### config.mk
export PLATFORM = sky130hd
export DESIGN_NAME = sd_card_cmd_responder
export DESIGN_NICKNAME = d
export VERILOG_FILES = /design/src/rtl/sd_card_cmd_responder_pkg.sv /design/src/rtl/sd_card_cmd_responder_crc7.sv /design/src/rtl/sd_card_cmd_responder.sv
export SDC_FILE = /design/constraint.sdc
export NUM_CORES = 1
export LEC_CHECK = 0
export CAP_MARGIN = 15
export CORE_UTILIZATION = 49
export DETAILED_ROUTE_END_ITERATION = 8
export PLACE_DENSITY_LB_ADDON = 0.25
export REMOVE_ABC_BUFFERS = 1
export SYNTH_ARGS = -nofsm -noshare
export SYNTH_HDL_FRONTEND = slang
export SYNTH_SLANG_ARGS = --single-unit
### constraint.sdc
create_clock -name sd_clock -period 2 [get_ports sd_clock]
set_input_delay 0.3 -clock sd_clock [delete_from_list [all_inputs] [get_ports sd_clock]]
set_output_delay 0.3 -clock sd_clock [all_outputs]
set_load 0.005 [all_outputs]
### src/rtl/sd_card_cmd_responder_pkg.sv
// Shared constants, state encodings and frame layout for the SD CMD-line responder.
package sd_card_cmd_responder_pkg;

  localparam int unsigned CMD_LEN         = 48;
  localparam int unsigned LONG_LEN        = 136;
  localparam int unsigned NCR_CYCLES      = 2;
  localparam int unsigned WAIT_LIMIT      = 64;
  localparam int unsigned CRC_LEN         = 7;
  localparam int unsigned CRC_SPAN        = 40;
  localparam int unsigned CRC_IDX_W       = 3;
  localparam int unsigned RESP_W          = 127;
  localparam int unsigned SHORT_PAYLOAD_W = 38;
  localparam int unsigned INDEX_W         = 6;
  localparam int unsigned ARG_W           = 32;
  localparam int unsigned BIT_CNT_W       = 8;
  localparam int unsigned WAIT_CNT_W      = 7;

  localparam logic [CRC_LEN-1:0] CRC_POLY = 7'h09;

  typedef enum logic [6:0] {
    ST_IDLE      = 7'b0000001,
    ST_RECEIVE   = 7'b0000010,
    ST_CHECK     = 7'b0000100,
    ST_WAIT_CARD = 7'b0001000,
    ST_NCR       = 7'b0010000,
    ST_SEND      = 7'b0100000,
    ST_DONE      = 7'b1000000
  } state_t;

  // Host-to-card command frame as it sits in the receive shifter.
  typedef struct packed {
    logic               start;
    logic               dir;
    logic [INDEX_W-1:0] index;
    logic [ARG_W-1:0]   arg;
    logic [CRC_LEN-1:0] crc;
    logic               stop;
  } frame_t;

endpackage

### src/rtl/sd_card_cmd_responder_crc7.sv
// Serial CRC7 (x^7 + x^3 + 1), MSB first, shared by receive check and transmit generation.
module sd_crc7
  import sd_card_cmd_responder_pkg::*;
(
  input  logic               sd_clock,
  input  logic               reset,
  input  logic               clear,
  input  logic               enable,
  input  logic               data_in,
  output logic [CRC_LEN-1:0] crc
);

  logic feedback;

  assign feedback = data_in ^ crc[CRC_LEN-1];

  // LFSR update; clear has priority over enable.
  always_ff @(posedge sd_clock or negedge reset) begin
    if (!reset) begin
      crc <= '0;
    end else if (clear) begin
      crc <= '0;
    end else if (enable) begin
      crc <= {crc[CRC_LEN-2:0], 1'b0} ^ (feedback ? CRC_POLY : '0);
    end
  end

endmodule

### src/rtl/sd_card_cmd_responder.sv
// SD card CMD-line responder: receives 48-bit commands, hands them to card logic,
// and serialises the short (48-bit) or long (136-bit) response back onto the line.
module sd_card_cmd_responder
  import sd_card_cmd_responder_pkg::*;
(
  input  logic               sd_clock,
  input  logic               reset,
  input  logic               cmd_in,
  output logic               cmd_out,
  output logic               pad_state,
  output logic               pad_enable,
  output logic [INDEX_W-1:0] cmd_index,
  output logic [ARG_W-1:0]   cmd_arg,
  output logic               cmd_strobe,
  input  logic               cmd_ack,
  input  logic               resp_strobe,
  input  logic               resp_none,
  input  logic               resp_long,
  input  logic [RESP_W-1:0]  resp_data,
  output logic               crc_error,
  output logic               resp_timeout,
  output logic               resp_done
);

  state_t                  state, state_nxt;
  logic [CMD_LEN-1:0]      rx_shift, rx_shift_nxt;
  logic [LONG_LEN-1:0]     tx_shift, tx_shift_nxt;
  logic                    tx_long, tx_long_nxt;
  logic [BIT_CNT_W-1:0]    bit_cnt, bit_cnt_nxt;
  logic [WAIT_CNT_W-1:0]   wait_cnt, wait_cnt_nxt;
  logic                    drive_nxt;
  logic                    cmd_out_nxt;
  logic [INDEX_W-1:0]      cmd_index_nxt;
  logic [ARG_W-1:0]        cmd_arg_nxt;
  logic                    cmd_strobe_nxt;
  logic                    crc_error_nxt;
  logic                    resp_timeout_nxt;
  logic                    resp_done_nxt;

  logic                    crc_clear;
  logic                    crc_enable;
  logic                    crc_bit;
  logic [CRC_LEN-1:0]      crc_val;
  logic                    emit;
  logic                    tx_bit;
  logic                    in_crc_field;
  logic [CRC_IDX_W-1:0]    crc_idx;
  logic [BIT_CNT_W-1:0]    last_idx;
  logic                    frame_ok;
  frame_t                  rx_frame;

  sd_crc7 u_crc7 (
    .sd_clock (sd_clock),
    .reset    (reset),
    .clear    (crc_clear),
    .enable   (crc_enable),
    .data_in  (crc_bit),
    .crc      (crc_val)
  );

  // Received-frame decode and transmit bit selection (CRC field of short responses comes from the generator).
  assign rx_frame     = frame_t'(rx_shift);
  assign frame_ok     = !rx_frame.start && rx_frame.dir && rx_frame.stop && (crc_val == rx_frame.crc);
  assign in_crc_field = !tx_long && (bit_cnt >= BIT_CNT_W'(CRC_SPAN)) && (bit_cnt < BIT_CNT_W'(CMD_LEN - 1));
  assign crc_idx      = CRC_IDX_W'(BIT_CNT_W'(CMD_LEN - 2) - bit_cnt);
  assign tx_bit       = in_crc_field ? crc_val[crc_idx] : tx_shift[LONG_LEN-1];
  assign last_idx     = tx_long ? BIT_CNT_W'(LONG_LEN - 1) : BIT_CNT_W'(CMD_LEN - 1);

  // State and registered-output update.
  always_ff @(posedge sd_clock or negedge reset) begin
    if (!reset) begin
      state        <= ST_IDLE;
      rx_shift     <= '0;
      tx_shift     <= '0;
      tx_long      <= 1'b0;
      bit_cnt      <= '0;
      wait_cnt     <= '0;
      pad_state    <= 1'b0;
      pad_enable   <= 1'b0;
      cmd_out      <= 1'b1;
      cmd_index    <= '0;
      cmd_arg      <= '0;
      cmd_strobe   <= 1'b0;
      crc_error    <= 1'b0;
      resp_timeout <= 1'b0;
      resp_done    <= 1'b0;
    end else begin
      state        <= state_nxt;
      rx_shift     <= rx_shift_nxt;
      tx_shift     <= tx_shift_nxt;
      tx_long      <= tx_long_nxt;
      bit_cnt      <= bit_cnt_nxt;
      wait_cnt     <= wait_cnt_nxt;
      pad_state    <= drive_nxt;
      pad_enable   <= drive_nxt;
      cmd_out      <= cmd_out_nxt;
      cmd_index    <= cmd_index_nxt;
      cmd_arg      <= cmd_arg_nxt;
      cmd_strobe   <= cmd_strobe_nxt;
      crc_error    <= crc_error_nxt;
      resp_timeout <= resp_timeout_nxt;
      resp_done    <= resp_done_nxt;
    end
  end

  // Next-state and next-output logic.
  always_comb begin
    state_nxt        = state;
    rx_shift_nxt     = rx_shift;
    tx_shift_nxt     = tx_shift;
    tx_long_nxt      = tx_long;
    bit_cnt_nxt      = bit_cnt;
    wait_cnt_nxt     = wait_cnt;
    drive_nxt        = pad_enable;
    cmd_out_nxt      = cmd_out;
    cmd_index_nxt    = cmd_index;
    cmd_arg_nxt      = cmd_arg;
    cmd_strobe_nxt   = 1'b0;
    crc_error_nxt    = 1'b0;
    resp_timeout_nxt = 1'b0;
    resp_done_nxt    = 1'b0;
    crc_clear        = 1'b0;
    crc_enable       = 1'b0;
    crc_bit          = 1'b0;
    emit             = 1'b0;

    case (state)
      ST_IDLE: begin
        // A zero start bit leaves a cleared CRC unchanged, so clearing here also covers bit 0.
        crc_clear   = 1'b1;
        drive_nxt   = 1'b0;
        cmd_out_nxt = 1'b1;
        if (!cmd_in) begin
          rx_shift_nxt = {rx_shift[CMD_LEN-2:0], 1'b0};
          bit_cnt_nxt  = BIT_CNT_W'(1);
          state_nxt    = ST_RECEIVE;
        end
      end

      ST_RECEIVE: begin
        rx_shift_nxt = {rx_shift[CMD_LEN-2:0], cmd_in};
        crc_bit      = cmd_in;
        crc_enable   = (bit_cnt < BIT_CNT_W'(CRC_SPAN));
        bit_cnt_nxt  = bit_cnt + 1'b1;
        if (bit_cnt == BIT_CNT_W'(CMD_LEN - 1)) begin
          state_nxt = ST_CHECK;
        end
      end

      ST_CHECK: begin
        if (!frame_ok) begin
          crc_error_nxt = 1'b1;
          state_nxt     = ST_IDLE;
        end else if (cmd_strobe && cmd_ack) begin
          wait_cnt_nxt = '0;
          state_nxt    = ST_WAIT_CARD;
        end else begin
          cmd_index_nxt  = rx_frame.index;
          cmd_arg_nxt    = rx_frame.arg;
          cmd_strobe_nxt = 1'b1;
        end
      end

      ST_WAIT_CARD: begin
        crc_clear = 1'b1;
        if (resp_strobe) begin
          if (resp_none) begin
            state_nxt = ST_IDLE;
          end else begin
            tx_long_nxt  = resp_long;
            tx_shift_nxt = resp_long
                         ? {2'b00, 6'b111111, resp_data, 1'b1}
                         : {2'b00, resp_data[SHORT_PAYLOAD_W-1:0], {CRC_LEN{1'b0}}, 1'b1,
                            {(LONG_LEN - CMD_LEN){1'b0}}};
            wait_cnt_nxt = '0;
            bit_cnt_nxt  = '0;
            drive_nxt    = 1'b1;
            cmd_out_nxt  = 1'b1;
            state_nxt    = ST_NCR;
          end
        end else if (wait_cnt == WAIT_CNT_W'(WAIT_LIMIT - 1)) begin
          resp_timeout_nxt = 1'b1;
          state_nxt        = ST_IDLE;
        end else begin
          wait_cnt_nxt = wait_cnt + 1'b1;
        end
      end

      ST_NCR: begin
        // Last NCR cycle already launches bit 0 so the line stays high for exactly NCR_CYCLES.
        if (wait_cnt == WAIT_CNT_W'(NCR_CYCLES - 1)) begin
          emit = 1'b1;
        end else begin
          wait_cnt_nxt = wait_cnt + 1'b1;
          cmd_out_nxt  = 1'b1;
        end
      end

      ST_SEND: begin
        emit = 1'b1;
      end

      ST_DONE: begin
        drive_nxt     = 1'b0;
        cmd_out_nxt   = 1'b1;
        resp_done_nxt = 1'b1;
        state_nxt     = ST_IDLE;
      end

      default: begin
        state_nxt = ST_IDLE;
      end
    endcase

    // Launch one response bit; the CRC generator sees the first CRC_SPAN bits.
    if (emit) begin
      cmd_out_nxt  = tx_bit;
      tx_shift_nxt = {tx_shift[LONG_LEN-2:0], 1'b0};
      crc_bit      = tx_shift[LONG_LEN-1];
      crc_enable   = (bit_cnt < BIT_CNT_W'(CRC_SPAN));
      bit_cnt_nxt  = bit_cnt + 1'b1;
      state_nxt    = (bit_cnt == last_idx) ? ST_DONE : ST_SEND;
    end
  end

endmodule

==> results.ini, run 1 <==
[floorplanning]
io_pins=179
rows=55
die_area_um2=23600
die_w_um=154
die_h_um=154
core_um2=22600
start_util=0.498

[placement]
port-buffer-count=178
place_congestion=0.831
hpwl_mm=17.0
pre_cts_ws_ps=-276

[logic_synthesis]
synth-async-reset-ratio=1.00
syn_area_um2=11300
synth_seq_cells=258
seq_area_frac_synth=0.573
yosysTopAreaCellShare=0.568
synth_ff_type=dfrtp_1
ys_types=56
syn_inst=925
synth_top_area_cell=dfrtp_1
ys_warn_count=0
syn_area_per_cell_um2=12.2
synth-edff-count=0
synth_top_cells_by_area=dfrtp_1, mux2_2, a222oi_1, a221o_1, inv_1

[drt]
finalWirelength_mm=29.4
dr.pass1.iters=9
route.detailed.drc=9
ant_nets=0
post_drt_wl_per_cell_um=19.4
viasPerCell=5.81
num_vias=8793
drt_iter0_drc=995

[global_route]
grt_pass1_vias=8649
grt_overflow=0
grt_pass1_wl_mm=44.7
antenna_found_initial=1
grt_max_degree=74
grtUsageTotal=0.234

[setup_path]
crit_type=flop to flop
worstPathMaxFanout=45
crit_arrival_ps=2690
r2r_start=wait_cnt[2]
cp_num_buf_inv=2
rrSetupSlack_ps=-260
timing.critical_path.cells=or4_4, o31ai_4, nand2_2, and2_4, buf_12, a222oi_1, inv_1
slowest_delay_ps=550
worstSetupStartpointType=flop
crit_family=simple AND/OR/NAND/NOR gates
critical_path.slowest_cell=or4_4
timing.rr.end=tx_shift[73]
cp-end-kind=flop
reg2reg_depth=7
cp.required_ps=2420

[cts]
cts_tree=built
clock_path_buffers=3
path_clk_slew_ps=60
cts.sinks=258
cts_max_level=1
root_buffer=clkbuf_16
worstSkewPairLatency_ps=540
cts_made_buffers=28

[timing]
post-route-period-util=1.13
max_freq_mhz=442
finalCriticalPeriod_ps=2260
slew_viol_final=0
finalSetupTns_ps=-38090
worst_slack_ps=-264
setup_viol=197
finalHoldViolations=0
rsz0062_at_grt=true
timing.max_slew.rel_slack=0.656
worst_hold_slack_ps=250
tightest_slew_ps=511
skew_ps=19.4

[hold_path]
hold_path_class=input port to asynchronous set/reset pin

[finish]
area_growth_syn_to_layout_pct=44.0
seq_area_um2=6460
drive_gt1_frac=0.282
final_common_cell=dfrtp_1
nets=1344
num-fill-cells=1477
multi_input_area_um2=4440
layout_common_cells=dfrtp_1, clkdlybuf4s50_1, inv_1, a222oi_1, mux2_2

[power_and_ir_drop]
finalPower_mw=13.7
vdd_drop_max_v=0.000825
p_per_area_nw_per_um2=846
power.static_leakage_nw=8.33

[status]
status=finished, violations left
failed_checks=DRC, setup timing

[job]
cap_violations=0

-- timing repair --
item | 4_1_cts | 5_1_grt
gates cloned | 10 | 14
hold endpoints to repair | 40 | 0
pin swaps | 42 | 59
setup buffers | 9 | 21
hold buffers | 1 | 0
endpoints found under the setup margin | 238 | 248
resized for setup | 47 | 96
-- metrics by stage --
stage / instance area, um^2 / instances / utilization
after detailed placement: 13900 / 1410 / 0.616
after floorplan: 10900 / 856 / -
after CTS: 15400 / 1479 / 0.679
after global routing: 16200 / 1513 / 0.717
final: 16200 / 1513 / 0.717
after global placement: 13900 / 1410 / 0.616
-- kinds of logic (layout without fill, tap and decap cells) --
kind of cell | after synthesis | count (layout) | synth area share
adder cells (fa/ha/maj) | 4 | 4 | 0.00444
flip-flops | 258 | 258 | 0.573
other | 0 | 2 | 0
AND/OR/NAND/NOR | 153 | 154 | 0.0662
buffers and inverters | 172 | 472 | 0.0694
XOR/XNOR | 13 | 13 | 0.0113
AO/OA/AOI/OAI | 205 | 205 | 0.159
multiplexers | 120 | 120 | 0.117
-- area by class of cell --
class	count	area share
repair buffers	319	0.229
diodes	2	0.000308
flip-flops and latches	258	0.398
inverters	103	0.0238
well taps	285	0.0220
clock buffers	36	0.0468
clock inverters	14	0.00693
multi-input cells	496	0.274
-- metal layers --
| metal | track usage | vias up | wire, um |
|---|---|---|---|
| met5 | 0 | - | 0 |
| met1 | 0.321 | 4467 | 12600 |
| li1 | - | 4012 | - |
| met4 | 0.0500 | 0 | 632 |
| met3 | 0.0462 | 49 | 1620 |
| met2 | 0.385 | 265 | 14600 |
-- state kept, by name, summed over array words and instances (netlist names) --
signal / flops
tx_shift: 136
rx_frame: 48
cmd_arg: 32
bit_cnt: 8
state: 7
u_crc7.crc: 7
wait_cnt: 7
cmd_index: 6
cmd_out: 1
cmd_strobe: 1
crc_error: 1
pad_enable: 1
resp_done: 1
resp_timeout: 1
tx_long: 1
-- synth_stat cells (2+ instances only) --
| cell | number |
|---|---|
| buf_6 | 10 |
| a31oi_1 | 6 |
| a222oi_1 | 94 |
| o21ai_0 | 28 |
| and3_1 | 5 |
| a21o_1 | 4 |
| clkbuf_1 | 21 |
| nor4_1 | 4 |
| mux2i_1 | 34 |
| buf_2 | 32 |
| nor2_1 | 70 |
| a21oi_1 | 14 |
| nor3_1 | 7 |
| inv_1 | 103 |
| dfstp_2 | 2 |
| dfrtp_1 | 256 |
| mux2_2 | 85 |
| o31ai_1 | 6 |
| xor2_1 | 12 |
| nand4b_1 | 2 |
| a22o_1 | 3 |
| buf_4 | 6 |
| ha_1 | 4 |
| nor2b_1 | 7 |
| o21a_1 | 2 |
| nand3_1 | 12 |
| nand2_1 | 25 |
| a221o_1 | 39 |
| nand2b_1 | 5 |
-- worst register-to-register path: stages (launching register included) --
cell and delay [ps]:
dfrtp_1 400, or4_4 550, o31ai_4 230, nand2_2 120
and2_4 200, buf_12 190, a222oi_1 400, inv_1 80
-- worst max-delay path by stage --
stage	startpoint	endpoint	slack [ps]	cells past startpoint
finish	wait_cnt[2]	tx_shift[73]	-260	7
CTS	rx_frame[5]	cmd_arg[3]	-190	7
global placement	resp_strobe	tx_shift[56]	-250	7
global route	wait_cnt[2]	tx_shift[73]	-340	7
detailed placement	rx_frame[6]	cmd_arg[3]	-280	7
floorplan	state[5]	tx_shift[39]	-3950	5
-- report_power, final --
part	total [mW]	switching (mW)	internal, mW
combinational	3.14	1.41	1.73
clock	4.89	2.08	2.81
sequential	5.71	0.232	5.48
Power figures use the tool's default switching activity.
==> run 2, diff against run 1 <==
SKIP_CTS_REPAIR_TIMING = 1   (was not set)
==> run 2 against run 1 <==
The run still ends with DRC, setup timing left. Total power rose by 0.46%. Worst hold slack improved by 2.3 ps. Design area fell by 2.8%. Worst setup slack got worse by 69 ps. Cell count fell by 1.1%. Register-to-register slack got worse by 70 ps. Die area did not move. Critical path type unchanged. Highest routed layer unchanged.
==> results.ini, run 2 (same netlist as run 1, synthesis figures left out) <==
[status]
status=finished, violations left  ; unchanged
failed_checks=DRC, setup timing  ; unchanged

[cts]
path_clk_slew_ps=60  ; about the same
root_buffer=clkbuf_16  ; unchanged
cts_max_level=1  ; unchanged
cts_made_buffers=28  ; unchanged
cts.sinks=258  ; unchanged
worstSkewPairLatency_ps=540  ; about the same
cts_tree=built  ; unchanged
clock_path_buffers=3  ; unchanged

[floorplanning]
io_pins=179  ; unchanged
core_um2=22600  ; unchanged
rows=55  ; unchanged
die_h_um=154  ; unchanged
start_util=0.498  ; unchanged
die_w_um=154  ; unchanged
die_area_um2=23600  ; unchanged

[setup_path]
reg2reg_depth=7  ; unchanged
crit_arrival_ps=2740  ; was 2690 ps
crit_type=flop to flop  ; unchanged
cp.required_ps=2410  ; was 2420 ps
crit_family=simple AND/OR/NAND/NOR gates  ; unchanged
worstSetupStartpointType=flop  ; unchanged
timing.critical_path.cells=or4_4, o31ai_4, nand2_2, and2_4, buf_12, a222oi_1, inv_1  ; unchanged
cp-end-kind=flop  ; unchanged
cp_num_cells=7  ; unchanged
worstPathMaxFanout=45  ; unchanged
cp_num_buf_inv=2  ; unchanged
critical_path.slowest_cell=or4_4  ; unchanged
slowest_delay_ps=550  ; about the same

[timing]
finalCriticalPeriod_ps=2330  ; was 2260 ps
setup_viol=205  ; was 197
timing.max_slew.rel_slack=0.648  ; was 0.656
rsz0062_at_grt=true  ; unchanged
finalHoldViolations=0  ; unchanged
tightest_slew_ps=524  ; was 511 ps
worst_slack_ps=-333  ; was -264 ps
slew_viol_final=0  ; unchanged
max_freq_mhz=429  ; was 442 MHz
skew_ps=24.4  ; was 19.4 ps
post-route-period-util=1.17  ; was 1.13

[finish]
top_register=tx_shift  ; unchanged
largest_reg_flops=136  ; unchanged
nets=1329  ; was 1344
layout_common_cells=dfrtp_1, clkdlybuf4s50_1, inv_1, a222oi_1, mux2_2  ; unchanged
area_growth_syn_to_layout_pct=39.9  ; was 44.0%
final_util=0.697  ; was 0.717
drive_gt1_frac=0.259  ; was 0.282
final_common_cell=dfrtp_1  ; unchanged

[drt]
num_vias=8696  ; was 8793
drt_iter0_drc=888  ; was 995
route.detailed.drc=26  ; was 9
post_drt_wl_per_cell_um=19.2  ; was 19.4 um
viasPerCell=5.81  ; about the same
dr.pass1.iters=9  ; unchanged
finalWirelength_mm=28.7  ; was 29.4 mm
ant_nets=0  ; unchanged

[global_route]
antenna_found_initial=1  ; unchanged
grt_pass1_wl_mm=41.8  ; was 44.7 mm
grt_max_degree=74  ; unchanged
grt_overflow=0  ; unchanged
grtUsageTotal=0.215  ; was 0.234
grt_pass1_vias=8384  ; was 8649

[power_and_ir_drop]
p_per_area_nw_per_um2=875  ; was 846 nW/um^2
power.static_leakage_nw=8.14  ; was 8.33 nW
vdd_drop_max_v=0.000833  ; was 0.000825 V

[hold_path]
hold_path_depth=3
hold_path_class=input port to flop  ; was input port to asynchronous set/reset pin

[placement]
hpwl_mm=17.0  ; unchanged
place_congestion=0.831  ; unchanged
port-buffer-count=178  ; unchanged
pre_cts_ws_ps=-276  ; unchanged

[job]
cap_violations=0  ; unchanged

run 2: final cells by class:
type / count / area, um^2
Timing Repair Buffer: 302 / 3310
Inverter: 103 / 387
Antenna cell: 1 / 2.50
Clock buffer: 36 / 761
Sequential cell: 258 / 6460
Tap cell: 285 / 357
Fill cell: 1594 / 6860
Multi-Input combinational cell: 498 / 4390
Clock inverter: 14 / 113
run 2: path summary, 6_finish.rpt:
| path | slack (ps) | start | end |
|---|---|---|---|
| hold reg to reg | 480 | tx_shift[0] | tx_shift[0] |
| hold / removal | 250 | resp_long | tx_shift[88] |
| min in group asynchronous | 270 | reset | cmd_arg[29] |
| setup reg to reg | -330 | wait_cnt[2] | tx_shift[31] |
| setup / recovery | -330 | wait_cnt[2] | tx_shift[31] |
| max in group asynchronous | 990 | reset | cmd_out |
run 2: layer usage:
| layer | share of wire | track usage | up-vias |
|---|---|---|---|
| li1 | - | - | 3991 |
| met1 | 0.44 | 0.297 | 4415 |
| met2 | 0.48 | 0.348 | 246 |
| met3 | 0.055 | 0.0462 | 44 |
| met4 | 0.020 | 0.0505 | 0 |
| met5 | 0 | 0 | - |
run 2: power by group:
| part | switching (mW) | internal [mW] |
|---|---|---|
| clock | 2.07 | 2.81 |
| combinational | 1.46 | 1.75 |
| sequential | 0.232 | 5.48 |
run 2: tightest hold or removal path: cells and delay by family:
kind,cells,cell delay [ps]
AOI/OAI and AO/OA,2,270
buffers and inverters,1,180
run 2: metrics by stage:
stage	hold slack (ps)	TNS [ps]	std cells	area, um^2	power, mW
floorplan	4.41	-697910	856	10900	6.97
global placement	221	-33180	1410	13900	8.18
detailed placement	223	-32960	1410	13900	8.21
CTS	-335	-28210	1460	14800	13.1
global route	295	-44690	1497	15800	14.4
finish	253	-27540	1497	15800	13.8
==> run 3, diff against run 2 <==
MAX_ROUTING_LAYER = met4   (was not set)
PLACE_DENSITY = 0.8   (was not set)
PLACE_DENSITY_LB_ADDON = not set   (was 0.25)
SETUP_SLACK_MARGIN = 0.3   (was not set)
==> run 3 against run 2 <==
The run still ends with DRC, setup timing left. Utilization rose by 3.0 points. Wire length rose by 17%. Clock skew fell by 14 ps. Design area rose by 4.4%. Clock power rose by 12%. Highest routed layer unchanged.
==> results.ini, run 3 (same netlist as run 1, synthesis figures left out) <==
[drt]
dr.pass1.iters=9  ; unchanged
viasPerCell=6.16  ; was 5.81
drt_iter0_drc=1227  ; was 888
post_drt_wl_per_cell_um=22.1  ; was 19.2 um
route.detailed.drc=2  ; was 26
num_vias=9358  ; was 8696
finalWirelength_mm=33.5  ; was 28.7 mm
ant_nets=0  ; unchanged

[finish]
multi_input_area_um2=4480  ; was 4390 um^2
largest_reg_flops=136  ; unchanged
final_common_cell=dfrtp_1  ; unchanged
num-fill-cells=1386  ; was 1594
final_util=0.727  ; was 0.697
nets=1351  ; was 1329
antenna_cells=0  ; was 1
seq_area_um2=6460  ; about the same
drive_gt1_frac=0.281  ; was 0.259
layout_common_cells=dfrtp_1, clkdlybuf4s50_1, inv_1, a222oi_1, buf_4  ; was dfrtp_1, clkdlybuf4s50_1, inv_1, a222oi_1, mux2_2
area_growth_syn_to_layout_pct=46.0  ; was 39.9%
top_register=tx_shift  ; unchanged

[floorplanning]
rows=55  ; unchanged
start_util=0.498  ; unchanged
core_um2=22600  ; unchanged
io_pins=179  ; unchanged
die_w_um=154  ; unchanged
die_h_um=154  ; unchanged
die_area_um2=23600  ; unchanged

[setup_path]
setup.worst_path.end=tx_shift[67]  ; was tx_shift[31]
rrSetupSlack_ps=-410  ; was -330 ps
cp-end-kind=flop  ; unchanged
timing.rr.end=tx_shift[67]  ; was tx_shift[31]
r2r_start=wait_cnt[2]  ; unchanged
reg2reg_depth=7  ; unchanged
worstPathMaxFanout=9  ; was 45
cp.required_ps=2380  ; was 2410 ps
crit_start=wait_cnt[2]  ; unchanged
worstSetupStartpointType=flop  ; unchanged
crit_arrival_ps=2780  ; was 2740 ps
crit_type=flop to flop  ; unchanged

[global_route]
grtUsageTotal=0.226  ; was 0.215
grt_overflow=0  ; unchanged
grt_max_degree=71  ; was 74
grt_pass1_vias=8477  ; was 8384
antenna_found_initial=0  ; was 1
grt_pass1_wl_mm=42.7  ; was 41.8 mm

[placement]
place_congestion=0.847  ; was 0.831
hpwl_mm=17.4  ; was 17.0 mm
port-buffer-count=178  ; unchanged

[hold_path]
hold_path_class=input port to asynchronous set/reset pin  ; was input port to flop

[cts]
cts.sinks=258  ; unchanged
root_buffer=clkbuf_16  ; unchanged
clock_path_buffers=3  ; unchanged
worstSkewPairLatency_ps=530  ; was 540 ps
cts_made_buffers=27  ; was 28
cts_tree=built  ; unchanged
path_clk_slew_ps=60  ; about the same
cts_max_level=1  ; unchanged

[power_and_ir_drop]
seqPwrFrac=0.385  ; was 0.413
netSwitchingPower_mw=4.05  ; was 3.76 mW
p_per_area_nw_per_um2=909  ; was 875 nW/um^2
finalPower_mw=15.0  ; was 13.8 mW
p_int_mw=10.9  ; was 10.0 mW
p_comb_frac=0.249  ; was 0.233
clock_power_share=0.365  ; was 0.354
p_sw_frac=0.271  ; was 0.273
power.static_leakage_nw=8.99  ; was 8.14 nW
vdd_drop_max_v=0.000623  ; was 0.000833 V

[timing]
slew_viol_final=0  ; unchanged
rsz0062_at_grt=true  ; unchanged
finalCriticalPeriod_ps=2410  ; was 2330 ps
setup_viol=235  ; was 205
worst_slack_ps=-406  ; was -333 ps
timing.max_slew.rel_slack=0.617  ; was 0.648
post-route-period-util=1.20  ; was 1.17
max_freq_mhz=416  ; was 429 MHz
worst_hold_slack_ps=344  ; was 253 ps
tightest_slew_ps=575  ; was 524 ps
skew_ps=10.8  ; was 24.4 ps
finalSetupTns_ps=-46000  ; was -27540 ps
finalHoldViolations=0  ; unchanged

[status]
failed_checks=DRC, setup timing  ; unchanged
status=finished, violations left  ; unchanged

[job]
cap_violations=0  ; unchanged

-- run 3: cell count changes in the layout (fill, tap and decap cells not counted), moves of 5 or more --
cell	change
bufinv_16	+5
clkinv_2	-7
buf_6	+6
mux2_2	-29
clkbuf_16	+7
clkdlybuf4s50_1	-31
o21ai_2	+5
dlymetal6s2s_1	+31
mux2_4	+29
-- run 3: worst min-delay path by stage --
| stage | start | slack, ps | to |
|---|---|---|---|
| 6_report | reset | 340 | cmd_arg[29] |
| 4_1_cts | reset | -250 | cmd_arg[29] |
| 5_1_grt | resp_data[80] | 390 | tx_shift[81] |
| 3_3_place_gp | reset | 310 | cmd_arg[29] |
| 2_1_floorplan | reset | 4 | bit_cnt[0] |
| 3_5_place_dp | reset | 310 | cmd_arg[29] |
-- run 3: critical path, cell delays in order, from the launching register on --
cell and delay [ps]:
dfrtp_1 410, or4_4 550, o31ai_4 220, nand2_2 90, and2_4 210, clkbuf_16 180
a222oi_1 440, inv_1 150
-- run 3: routing by layer --
metal  vias to the layer above  global-route usage  wire length [um]
met2                       482               0.364             16500
met5                         -                   -                 0
met1                      4769               0.300             13800
met4                         0              0.0514               806
met3                        79              0.0414              2400
li1                       4028                   -                 -
-- run 3: power groups by stage --
stage | clock network, mW | logic (mW) | registers, mW
after detailed placement | 0 | 2.23 | 5.80
after CTS | 5.51 | 2.25 | 5.71
after floorplan | 0 | 1.20 | 5.78
after global placement | 0 | 2.19 | 5.78
final | 5.47 | 3.73 | 5.77
after global routing | 5.76 | 3.91 | 5.80
-- run 3: metrics by stage --
stage          area (um^2)  instances  setup slack, ps
2_1_floorplan        10900        856            -3950
5_1_grt              16500       1518             -406
4_1_cts              14800       1449             -274
6_report             16500       1518             -406
3_5_place_dp         13800       1400             -307
3_3_place_gp         13800       1400             -202
-- run 3: cell type report --
| cell class | count | share of cell area |
|---|---|---|
| clock buffer | 36 | 0.0449 |
| clock inverter | 13 | 0.0138 |
| inverter | 103 | 0.0235 |
| multi-input combinational | 496 | 0.272 |
| sequential | 258 | 0.392 |
| tap | 285 | 0.0217 |
| timing repair buffer | 327 | 0.232 |
